File: src/rtl/shift_add_mul14_ctrl.sv
`default_nettype none
// ============================================================================
// shift_add_mul14_ctrl : 14x14 unsigned shift-add multiplier, sequencer + datapath
// Rev 1.0
// ============================================================================
module shift_add_mul14_ctrl #(
   parameter int WATCHDOG = 16
) (
   input  logic        clk,
   input  logic        rst_n,
   input  logic        start,
   input  logic [13:0] a,
   input  logic [13:0] b,
   input  logic        cnt_co,
   output logic        cnt_clr,
   output logic        cnt_load,
   output logic        cnt_en,
   output logic        ready,
   output logic        done,
   output logic        err,
   output logic [27:0] product
);

   localparam int WD_W = $clog2(WATCHDOG) + 1;

   localparam logic [1:0] S_IDLE = 2'd0;
   localparam logic [1:0] S_LOAD = 2'd1;
   localparam logic [1:0] S_CALC = 2'd2;
   localparam logic [1:0] S_DONE = 2'd3;

   logic [1:0]      state;
   logic [1:0]      state_nxt;
   logic [13:0]     mcand;
   logic [13:0]     q;
   logic [14:0]     acc;
   logic [14:0]     sum;
   logic [28:0]     shifted;
   logic [WD_W-1:0] wd;
   logic            wd_expired;
   logic            calc_exit;

   // acc[14] is always 0 after a shift, so adding the full acc equals adding acc[13:0]
   always_comb begin
      sum        = acc + {1'b0, (q[0] ? mcand : 14'd0)};
      shifted    = {sum, q} >> 1;
      wd_expired = (wd == WD_W'(WATCHDOG - 1));
      calc_exit  = cnt_co || wd_expired;
   end

   always_ff @(posedge clk) begin
      if (!rst_n) begin
         state <= S_IDLE;
      end else begin
         state <= state_nxt;
      end
   end

   always_comb begin
      state_nxt = state;
      case (state)
         S_IDLE:  if (start) state_nxt = S_LOAD;
         S_LOAD:  state_nxt = S_CALC;
         S_CALC:  if (calc_exit) state_nxt = S_DONE;
         S_DONE:  state_nxt = S_IDLE;
         default: state_nxt = S_IDLE;
      endcase
   end

   always_comb begin
      cnt_clr  = 1'b0;
      cnt_load = 1'b0;
      cnt_en   = 1'b0;
      ready    = 1'b0;
      done     = 1'b0;
      case (state)
         S_IDLE: begin
            ready   = 1'b1;
            cnt_clr = 1'b1;
         end
         S_LOAD:  cnt_load = 1'b1;
         S_CALC:  cnt_en   = 1'b1;
         S_DONE:  done     = 1'b1;
         default: ;
      endcase
   end

   // Product is captured from the final step's shift result so it is valid during DONE
   always_ff @(posedge clk) begin
      if (!rst_n) begin
         mcand   <= '0;
         q       <= '0;
         acc     <= '0;
         wd      <= '0;
         err     <= 1'b0;
         product <= '0;
      end else begin
         case (state)
            S_IDLE: begin
               if (start) err <= 1'b0;
            end
            S_LOAD: begin
               mcand <= a;
               q     <= b;
               acc   <= '0;
               wd    <= '0;
            end
            S_CALC: begin
               acc <= shifted[28:14];
               q   <= shifted[13:0];
               wd  <= wd + 1'b1;
               if (calc_exit) product <= shifted[27:0];
               if (!cnt_co && wd_expired) err <= 1'b1;
            end
            default: ;
         endcase
      end
   end

endmodule
`default_nettype wire

File: config.mk
export PLATFORM = sky130hd
export DESIGN_NAME = shift_add_mul14_ctrl
export DESIGN_NICKNAME = d
export VERILOG_FILES = /design/src/rtl/shift_add_mul14_ctrl.sv
export SDC_FILE = /design/constraint.sdc
export NUM_CORES = 1
export LEC_CHECK = 0
export CAP_MARGIN = 20
export CORE_MARGIN = 5
export CORE_UTILIZATION = 25
export CTS_CLUSTER_DIAMETER = 30
export DETAILED_ROUTE_END_ITERATION = 10
export SYNTH_ARGS = -nofsm -noshare
export SYNTH_HDL_FRONTEND = slang
export SYNTH_SLANG_ARGS = --single-unit
File: constraint.sdc
create_clock -name clk -period 3 [get_ports clk]
set_input_delay 0.6 -clock clk [delete_from_list [all_inputs] [get_ports clk]]
set_output_delay 0.6 -clock clk [all_outputs]
set_load 0.03 [all_outputs]
==> out/qor.csv, run 1 <==
metric,value,unit
finClkSkew,6.662,ps
post_cts_buffers,0,
clkSinkCount,78,
synth_nets,499,
grt_max_degree,43,
postCtsHoldBufs,0,
status,"complete, no violations",
p_seq_share,35.5,%
die_y,135.5,um
synth_area_per_cell,8.834,um^2
ys.flop_type,dfxtp_1,
combPwrFrac,35.3,%
p_sw_share,34.77,%
cts_htree_levels,3,
crit_path_start,q[0]$_SDFFE_PN0P_,
io_pins,66,
coreArea,0.01531,mm^2
ant_nets,0,
drv_cap,0,
portBuffers,65,
finalCritPeriodShare,82.97,%
overflow,0,
final_cell_mix,"dfxtp_1 (78), nand2_1 (74), clkdlybuf4s50_1 (64), mux2i_1 (31), nor2b_1 (30)",
setup_viol,0,
cts_buffers,9,
max_freq,401.7,MHz
postCtsResizedCells,0,
syn_inst,446,
clkSlewWorstSetupHoldPaths,60,ps
hp-class,reg2reg,
areaGrowthSynthToFinish,28.90,%
internal_power,2.382,mW
crit_path_end_kind,register,
hold_viol,0,
slew_viol_final,0,
crit_end,product[23]$_SDFFE_PN0P_,
worstPathArrival,2750,ps
ir_drop,0.6206,mV
ys_ff_latch,78,
r2r_end,product[23]$_SDFFE_PN0P_,
vias,3190,
wl_per_cell,13.46,um
pwr-share-clk,29.2,%
tightest_slew,819.3,ps
grt_first_pass_wirelength,15920,um
synth_seq_area_share,39.63,%
start_util,25.73,%
cts_tree,built,
finalNetCount,554,
powerDensity,719.0,mW/mm^2
rr_worst_depth,9,
crit_fanout,15,
r2r_slack,510,ps
layout-drive-gt1-share,7.327,%
cts_root_buffer,clkbuf_16,
period_needed,2489,ps
p_leak,1.985,nW
critPathKind,reg2reg,
gp_congestion,0.8821,
fin_area,0.005079,mm^2
setup_tns,0,ps
hpwl,7291,um
route.detailed.drc,0,
firstDrtPassIters,4,
rows,45,
rr_startpoint,q[0]$_SDFFE_PN0P_,
start_kind,register,
grtUsageTotal,10.95,%
antenna_cells,0,
synthArstFlopShare,0,%
clockBufferDepth,2,
synth_warnings,0,
clkLatencyLatePin,330,ps
maxSlewHeadroom,45.37,%
die_x,135.5,um
antenna_found_initial,0,
ys_types,46,
crit_required,3260,ps
rsz0062_at_grt,false,
drt-total-wl,9635,um
synth_edf_count,0,
syn_area,0.003940,mm^2
mostFrequentLayoutCell,dfxtp_1,
dieArea,0.01837,mm^2
place_area,0.004790,mm^2
p_switching,1.270,mW
grt_pass1_vias,3168,
via_per_inst,4.455,
drtIter0Drc,165,
## critical path, cell delays in order, from the launching register on
cell	delay (ps)
dfxtp_1	420
and2_1	190
ha_1	200
fa_1	410
a21o_1	220
a311o_1	390
a21oi_4	200
xnor2_1	180
nand2_1	80
a21boi_0	140
## logic make-up after synthesis
| family | share of synthesized area, % |
|---|---|
| AO/OA/AOI/OAI | 17.88 |
| AND/OR/NAND/NOR | 21.37 |
| adder cells (fa/ha/maj) | 6.859 |
| multiplexers | 7.876 |
| XOR/XNOR | 2.223 |
| buffers and inverters | 4.160 |
| flip-flops | 39.63 |
## worst min-delay path by stage
stage | startpoint | to | slack (ps) | depth (start not counted)
floorplan | acc[10]$_SDFFE_PN0P_ | acc[10]$_SDFFE_PN0P_ | 430 | 2
global placement | product[21]$_SDFFE_PN0P_ | product[21]$_SDFFE_PN0P_ | 460 | 2
CTS | product[6]$_SDFFE_PN0P_ | product[6]$_SDFFE_PN0P_ | 470 | 2
global route | product[12]$_SDFFE_PN0P_ | product[12]$_SDFFE_PN0P_ | 490 | 2
detailed placement | acc[8]$_SDFFE_PN0P_ | acc[8]$_SDFFE_PN0P_ | 460 | 2
finish | product[0]$_SDFFE_PN0P_ | product[0]$_SDFFE_PN0P_ | 460 | 2
## state kept, by name, summed over array words and instances (netlist names)
register  cells
mcand        14
product      28
q            14
state         2
acc          14
err           1
wd            5
## power by group through the flow
| stage | combinational (mW) | sequential [mW] | clock (mW) |
|---|---|---|---|
| after global placement | 1.27 | 1.31 | 0 |
| final | 1.29 | 1.30 | 1.07 |
| after global routing | 1.42 | 1.32 | 1.14 |
| after detailed placement | 1.30 | 1.32 | 0 |
| after floorplan | 0.910 | 1.32 | 0 |
| after CTS | 1.30 | 1.30 | 1.09 |
## synth_stat cells, types with 3 or more instances
master    count  share of area, %
dfxtp_1      78                40
nand2_1      74               7.0
mux2i_1      31               7.9
nor2b_1      31               4.9
and2_1       22               3.5
a21boi_0     20               3.8
a21oi_1      20               2.5
ha_1         20               6.4
o21ai_0      18               2.3
clkbuf_1     16               1.5
o211a_1      15               3.8
nand3_1      13               1.7
nor2_1       13               1.2
inv_1         8              0.76
buf_1         6              0.57
xnor2_1       6               1.3
buf_2         5              0.64
a22o_1        4              0.89
nor3b_1       4              0.76
xor2_1        4              0.89
a21o_1        3              0.57
and3_1        3              0.48
o22ai_1       3              0.48
## per-stage QoR
stage                     hold WS, ps  instances  power (mW)  utilization, %  setup WS, ps
final                           462.1        716       3.652           33.16         510.8
after CTS                       468.3        716       3.697           33.16         515.6
after detailed placement        458.6        701       2.616           31.27         532.5
after floorplan                 431.5        446       2.227               -         646.1
after global placement          455.9        701       2.586           31.27         619.2
after global routing            491.0        716       3.881           33.16         321.1
## per-layer routing
metal / routed length [um] / vias up / GRT usage (%)
met5: 0 / - / 0
met4: 177 / 0 / 4.703
met3: 346 / 10 / 2.972
met2: 4697 / 48 / 17.95
met1: 4413 / 1493 / 13.51
li1: - / 1639 / -
## area by class of cell
cell class                 count  area [um^2]
sequential                    78         1562
clock buffer                  10        239.0
inverter                       8        30.03
clock inverter                 5        50.05
fill                        1616        10240
multi-input combinational    330         2221
tap                          211        264.0
timing repair buffer          74        713.2
No activity file was read; power rests on OpenSTA's default activity.
==> run 2, diff against run 1 <==
Clock period 3 ns to 2.2 ns, I/O delays scaled along.
==> run 2 against run 1 <==
Hold slack improved by 3.1 ps; clock skew barely moved; global-route usage is 0.24 points higher; critical endpoint is now acc[11]$_SDFFE_PN0P_; largest power group is now combinational logic.
==> out/qor.csv, run 2 (same netlist as run 1, synthesis figures left out) <==
metric,value,unit,change
status,"complete, no violations",,unchanged
cp_num_buf_inv,0,,unchanged
vias,3263,,was 3190
overflow,0,,unchanged
ir_drop,0.3723,mV,was 0.6206 mV
finClkSkew,6.326,ps,was 6.662 ps
path_depth,9,,unchanged
hp-start,product[10]$_SDFFE_PN0P_,,was product[0]$_SDFFE_PN0P_
setup_viol,0,,unchanged
via_per_inst,4.464,,was 4.455
hold_viol,0,,unchanged
drtIter0Drc,173,,was 165
grt_pass1_vias,3307,,was 3168
worstPathCellList,"and2_4, ha_4, fa_2, a21o_1, a311o_1, a21oi_4, o21bai_1, mux2i_1, nand3_1",,"was and2_1, ha_1, fa_1, a21o_1, a311o_1, a21oi_4, xnor2_1, nand2_1, a21boi_0"
period_needed,2145,ps,was 2489 ps
ant_nets,0,,unchanged
cts_tree,built,,unchanged
cts_root_buffer,clkbuf_16,,unchanged
io_pins,66,,unchanged
largest_register,product,,unchanged
crit_required,2410,ps,was 3260 ps
crit_path_start,q[0]$_SDFFE_PN0P_,,unchanged
coreArea,0.01531,mm^2,unchanged
wl_per_cell,13.49,um,was 13.46 um
portBuffers,65,,unchanged
clockBufferDepth,2,,unchanged
start_util,25.73,%,unchanged
firstDrtPassIters,4,,unchanged
tightest_slew,452.7,ps,was 819.3 ps
p_leak,2.075,nW,was 1.985 nW
finalNonFillerCells,731,,was 716
antenna_found_initial,0,,unchanged
hp-class,reg2reg,,unchanged
clkSinkCount,78,,unchanged
final_cell_mix,"dfxtp_1 (77), nand2_1 (74), clkdlybuf4s50_1 (60), mux2i_1 (31), nor2b_1 (30)",,"was dfxtp_1 (78), nand2_1 (74), clkdlybuf4s50_1 (64), mux2i_1 (31), nor2b_1 (30)"
grt_max_degree,29,,was 43
cts_htree_levels,3,,unchanged
finalCritPeriodShare,97.48,%,was 82.97%
grtUsageTotal,11.19,%,was 10.95%
post-route-util,34.76,%,was 33.16%
rsz0062_at_grt,true,,was false
crit_fanout,5,,was 15
slew_viol_final,0,,unchanged
route.detailed.drc,0,,unchanged
critPathKind,reg2reg,,unchanged
critPathSlowestCell,dfxtp_2,,was dfxtp_1
max_freq,466.3,MHz,was 401.7 MHz
antenna_cells,0,,unchanged
gp_congestion,0.8321,,was 0.8821
rr_worst_depth,9,,unchanged
dp_cells,714,,was 701
rr_startpoint,q[0]$_SDFFE_PN0P_,,unchanged
dieArea,0.01837,mm^2,unchanged
finalNetCount,568,,was 554
drv_cap,0,,unchanged
areaGrowthSynthToFinish,35.12,%,was 28.90%
clkSlewWorstSetupHoldPaths,60,ps,about the same
crit_path_end_kind,register,,unchanged
die_y,135.5,um,unchanged
maxSlewHeadroom,69.82,%,was 45.37%
grt_first_pass_wirelength,16590,um,was 15920 um
clkLatencyLatePin,330,ps,about the same
cts_buffers,9,,unchanged
rows,45,,unchanged
die_x,135.5,um,unchanged
max_stage_delay,330,ps,was 420 ps
worstPathArrival,2360,ps,was 2750 ps
min_path_cells,2,,unchanged
powerDensity,933.0,mW/mm^2,was 719.0 mW/mm^2
drt-total-wl,9863,um,was 9635 um
start_kind,register,,unchanged
mostFrequentLayoutCell,dfxtp_1,,unchanged
layout-drive-gt1-share,13.27,%,was 7.327%
largest_reg_flops,28,,unchanged
hpwl,7246,um,was 7291 um
cp_top_family,compound AO/OA/AOI/OAI gates,,unchanged
setup_tns,0,ps,unchanged
## run 2: cell types whose count changed in the layout (fill, tap and decap cells not counted), sizes merged
| cell | before | now |
|---|---|---|
| clkbuf | 10 | 12 |
| clkdlybuf4s50 | 64 | 60 |
| bufinv | 1 | 0 |
| dlymetal6s2s | 0 | 2 |
| buf | 10 | 26 |
## run 2: power breakdown
group | total [mW] | internal (mW) | switching (mW) | leakage (nW)
clock network | 1.41 | 0.848 | 0.557 | 0.148
registers | 1.75 | 1.62 | 0.131 | 0.634
logic | 1.81 | 0.779 | 1.03 | 1.29
total | 4.97 | 3.25 | 1.72 | 2.08
## run 2: cell type report
| class | count | area, um^2 |
|---|---|---|
| Inverter | 8 | 30.03 |
| Fill cell | 1579 | 9991 |
| Clock buffer | 12 | 266.5 |
| Clock inverter | 4 | 20.02 |
| Tap cell | 211 | 264.0 |
| Multi-Input combinational cell | 330 | 2337 |
| Timing Repair Buffer | 88 | 843.3 |
| Sequential cell | 78 | 1563 |
## run 2: layer usage
metal	global-route usage [%]	part of all wire [%]	up-vias
li1	-	-	1669
met1	14.61	48	1516
met2	18.09	46	68
met3	3.343	5.8	10
met4	2.856	0.95	0
met5	0	0	-
## run 2: path summary, 6_finish.rpt
kind / endpoint / slack (ps)
worst max-delay path: acc[11]$_SDFFE_PN0P_ / 60
worst min-delay path: product[10]$_SDFFE_PN0P_ / 470
worst max register to register: acc[11]$_SDFFE_PN0P_ / 60
worst min register to register: product[10]$_SDFFE_PN0P_ / 470
## run 2: per-stage QoR
step | hold slack [ps] | cell area [um^2] | worst slack (ps) | total power [mW]
6_report | 465.3 | 5324 | 55.35 | 4.967
5_1_grt | 493.8 | 5324 | -66.37 | 5.328
4_1_cts | 470.0 | 5213 | -14.44 | 5.058
3_5_place_dp | 456.9 | 4926 | -25.63 | 3.613
3_3_place_gp | 443.3 | 4926 | -6.246 | 3.588
2_1_floorplan | 431.5 | 3969 | -55.89 | 3.051
## run 2: worst reg2reg max path, cell delays in order (launching register included)
cell	delay (ps)
dfxtp_2	330
and2_4	140
ha_4	160
fa_2	330
a21o_1	190
a311o_1	310
a21oi_4	230
o21bai_1	110
mux2i_1	150
nand3_1	80
## run 2: timing repair
action	CTS	global route
setup buffers	0	1
resized for setup	1	20
hold buffers	0	0
endpoints found under the setup margin	4	17
pin swaps	1	11
cloned	0	0
==> run 3, diff against run 2 <==
Settings changed: SETUP_SLACK_MARGIN from default to 0.1.
Clock period 2.2 ns to 2.02 ns, I/O delays scaled along.
==> run 3 against run 2 <==
Critical path depth up 1; clock power increased by 9%; largest power group unchanged; non-clock buffer count rose by 24; the run now ends with negative setup slack left; register-to-register slack got worse by 210 ps; sequential power grew 9.7%; via count is 2.9% higher; critical endpoint unchanged; final area increased by 7.0%; total power is 12% higher; flip-flop and latch count unchanged; cell count rose by 3.3%; first-iteration DRC count is 27% lower.
==> out/qor.csv, run 3 (same netlist as run 1, synthesis figures left out) <==
metric,value,unit,change
clockBufferDepth,2,,unchanged
setup_tns,-1287,ps,was 0 ps
finalNonFillerCells,755,,was 731
largest_register,product,,unchanged
firstDrtPassIters,4,,unchanged
die_x,135.5,um,unchanged
setup_slack,-159.5,ps,was 55.35 ps
fin_area,0.005698,mm^2,was 0.005324 mm^2
clkSlewWorstSetupHoldPaths,60,ps,about the same
dp_cells,731,,was 714
wl_per_cell,14.59,um,was 13.49 um
grt_pass1_vias,3447,,was 3307
cts_htree_levels,3,,unchanged
hold_viol,0,,unchanged
vias,3358,,was 3263
drtIter0Drc,126,,was 173
overflow,0,,unchanged
areaGrowthSynthToFinish,44.62,%,was 35.12%
rows,45,,unchanged
grt_max_degree,34,,was 29
ir_drop,0.5060,mV,was 0.3723 mV
grtUsageTotal,11.81,%,was 11.19%
seqCellArea,0.001564,mm^2,was 0.001563 mm^2
fillCellCount,1570,,was 1579
antenna_cells,0,,unchanged
status,"complete, but fails checks",,"was complete, no violations"
cts_buffers,9,,unchanged
coreArea,0.01531,mm^2,unchanged
violations,negative setup slack,,
max_freq,458.8,MHz,was 466.3 MHz
route.detailed.drc,0,,unchanged
final_cell_mix,"dfxtp_1 (76), nand2_1 (71), clkdlybuf4s50_1 (59), buf_4 (43), mux2i_1 (31)",,"was dfxtp_1 (77), nand2_1 (74), clkdlybuf4s50_1 (60), mux2i_1 (31), nor2b_1 (30)"
drt-total-wl,11020,um,was 9863 um
hp-class,reg2reg,,unchanged
multiInputGateArea,0.002529,mm^2,was 0.002337 mm^2
dieArea,0.01837,mm^2,unchanged
ant_nets,0,,unchanged
p_leak,2.207,nW,was 2.075 nW
crit_fanout,11,,was 5
maxSlewHeadroom,75.15,%,was 69.82%
rsz0062_at_grt,true,,unchanged
postCtsHoldBufs,0,,unchanged
largest_reg_flops,28,,unchanged
finalCritPeriodShare,107.9,%,was 97.48%
powerDensity,976.9,mW/mm^2,was 933.0 mW/mm^2
finalNetCount,592,,was 568
hpwl,7885,um,was 7246 um
grt_first_pass_wirelength,17410,um,was 16590 um
layout-drive-gt1-share,22.79,%,was 13.27%
mostFrequentLayoutCell,dfxtp_1,,unchanged
cts_tree,built,,unchanged
gp_congestion,0.9187,,was 0.8321
start_util,25.73,%,unchanged
crit_path_end_kind,register,,unchanged
power,5.566,mW,was 4.967 mW
start_kind,register,,unchanged
place_area,0.005046,mm^2,was 0.004926 mm^2
die_y,135.5,um,unchanged
slew_viol_final,0,,unchanged
cts_root_buffer,clkbuf_16,,unchanged
crit_required,2240,ps,was 2410 ps
finClkSkew,5.831,ps,was 6.326 ps
tightest_slew,371.6,ps,was 452.7 ps
portBuffers,65,,unchanged
drv_cap,0,,unchanged
worstPathArrival,2400,ps,was 2360 ps
period_needed,2179,ps,was 2145 ps
via_per_inst,4.448,,was 4.464
setup_viol,14,,was 0
clkSinkCount,78,,unchanged
clkLatencyLatePin,340,ps,was 330 ps
io_pins,66,,unchanged
antenna_found_initial,0,,unchanged
critPathKind,reg2reg,,unchanged
==> run 3: cell types whose count changed in the layout (fill, tap and decap cells not counted), sizes merged <==
cell / delta
clkbuf: -1
clkdlybuf4s50: -1
dlygate4sd2: +3
clkinv: -1
buf: +24
clkinvlp: +2
dlymetal6s2s: -2
==> run 3: report_power, final <==
part	total, mW	internal [mW]	switching, mW
clock	1.54	0.896	0.642
combinational	2.11	0.919	1.19
sequential	1.92	1.77	0.155
==> run 3: per-layer routing <==
layer | share of wire, % | GRT usage, % | vias to the layer above | wire (um)
met5 | 0 | 0 | - | 0
met4 | 1.6 | 3.527 | 0 | 176
met3 | 6.1 | 4.383 | 15 | 674
met2 | 46 | 18.36 | 73 | 5048
met1 | 46 | 15.28 | 1550 | 5119
li1 | - | - | 1720 | -
==> run 3: repair_timing <==
item / in CTS / in global routing
pin swaps: 11 / 27
endpoints found under the setup margin: 35 / 38
cloned: 0 / 0
setup buffers: 0 / 8
resized for setup: 19 / 46
==> run 3: final timing paths <==
check	start	endpoint	slack, ps	cells past startpoint
setup / recovery	q[0]$_SDFFE_PN0P_	acc[11]$_SDFFE_PN0P_	-160	10
hold / removal	product[21]$_SDFFE_PN0P_	product[21]$_SDFFE_PN0P_	450	2
setup reg to reg	q[0]$_SDFFE_PN0P_	acc[11]$_SDFFE_PN0P_	-160	10
hold reg to reg	product[21]$_SDFFE_PN0P_	product[21]$_SDFFE_PN0P_	450	2
==> run 3: worst max-delay path, stage by stage (launching register included) <==
cell and delay (ps):
dfxtp_2 330, buf_4 140, buf_8 130, and2_1 160, ha_4 250, buf_4 150
a311o_1 350, a21oi_4 180, o21bai_1 110, mux2i_1 170, nand3_1 90
==> run 3: through the flow <==
stage,utilization (%),hold WS (ps),setup slack (ps)
3_5_place_dp,32.95,449.5,-241.4
5_1_grt,37.21,476.7,-241.0
2_1_floorplan,-,431.5,-235.9
4_1_cts,35.38,457.8,-149.4
3_3_place_gp,32.95,453.1,-159.5
6_report,37.21,454.0,-159.5
==> run 3: area by class of cell <==
class | instances | share of cell area [%]
multi-input cells | 330 | 44.38
flip-flops and latches | 78 | 27.45
well taps | 211 | 4.633
repair buffers | 112 | 17.98
clock buffers | 11 | 4.436
clock inverters | 5 | 0.5929
inverters | 8 | 0.5270
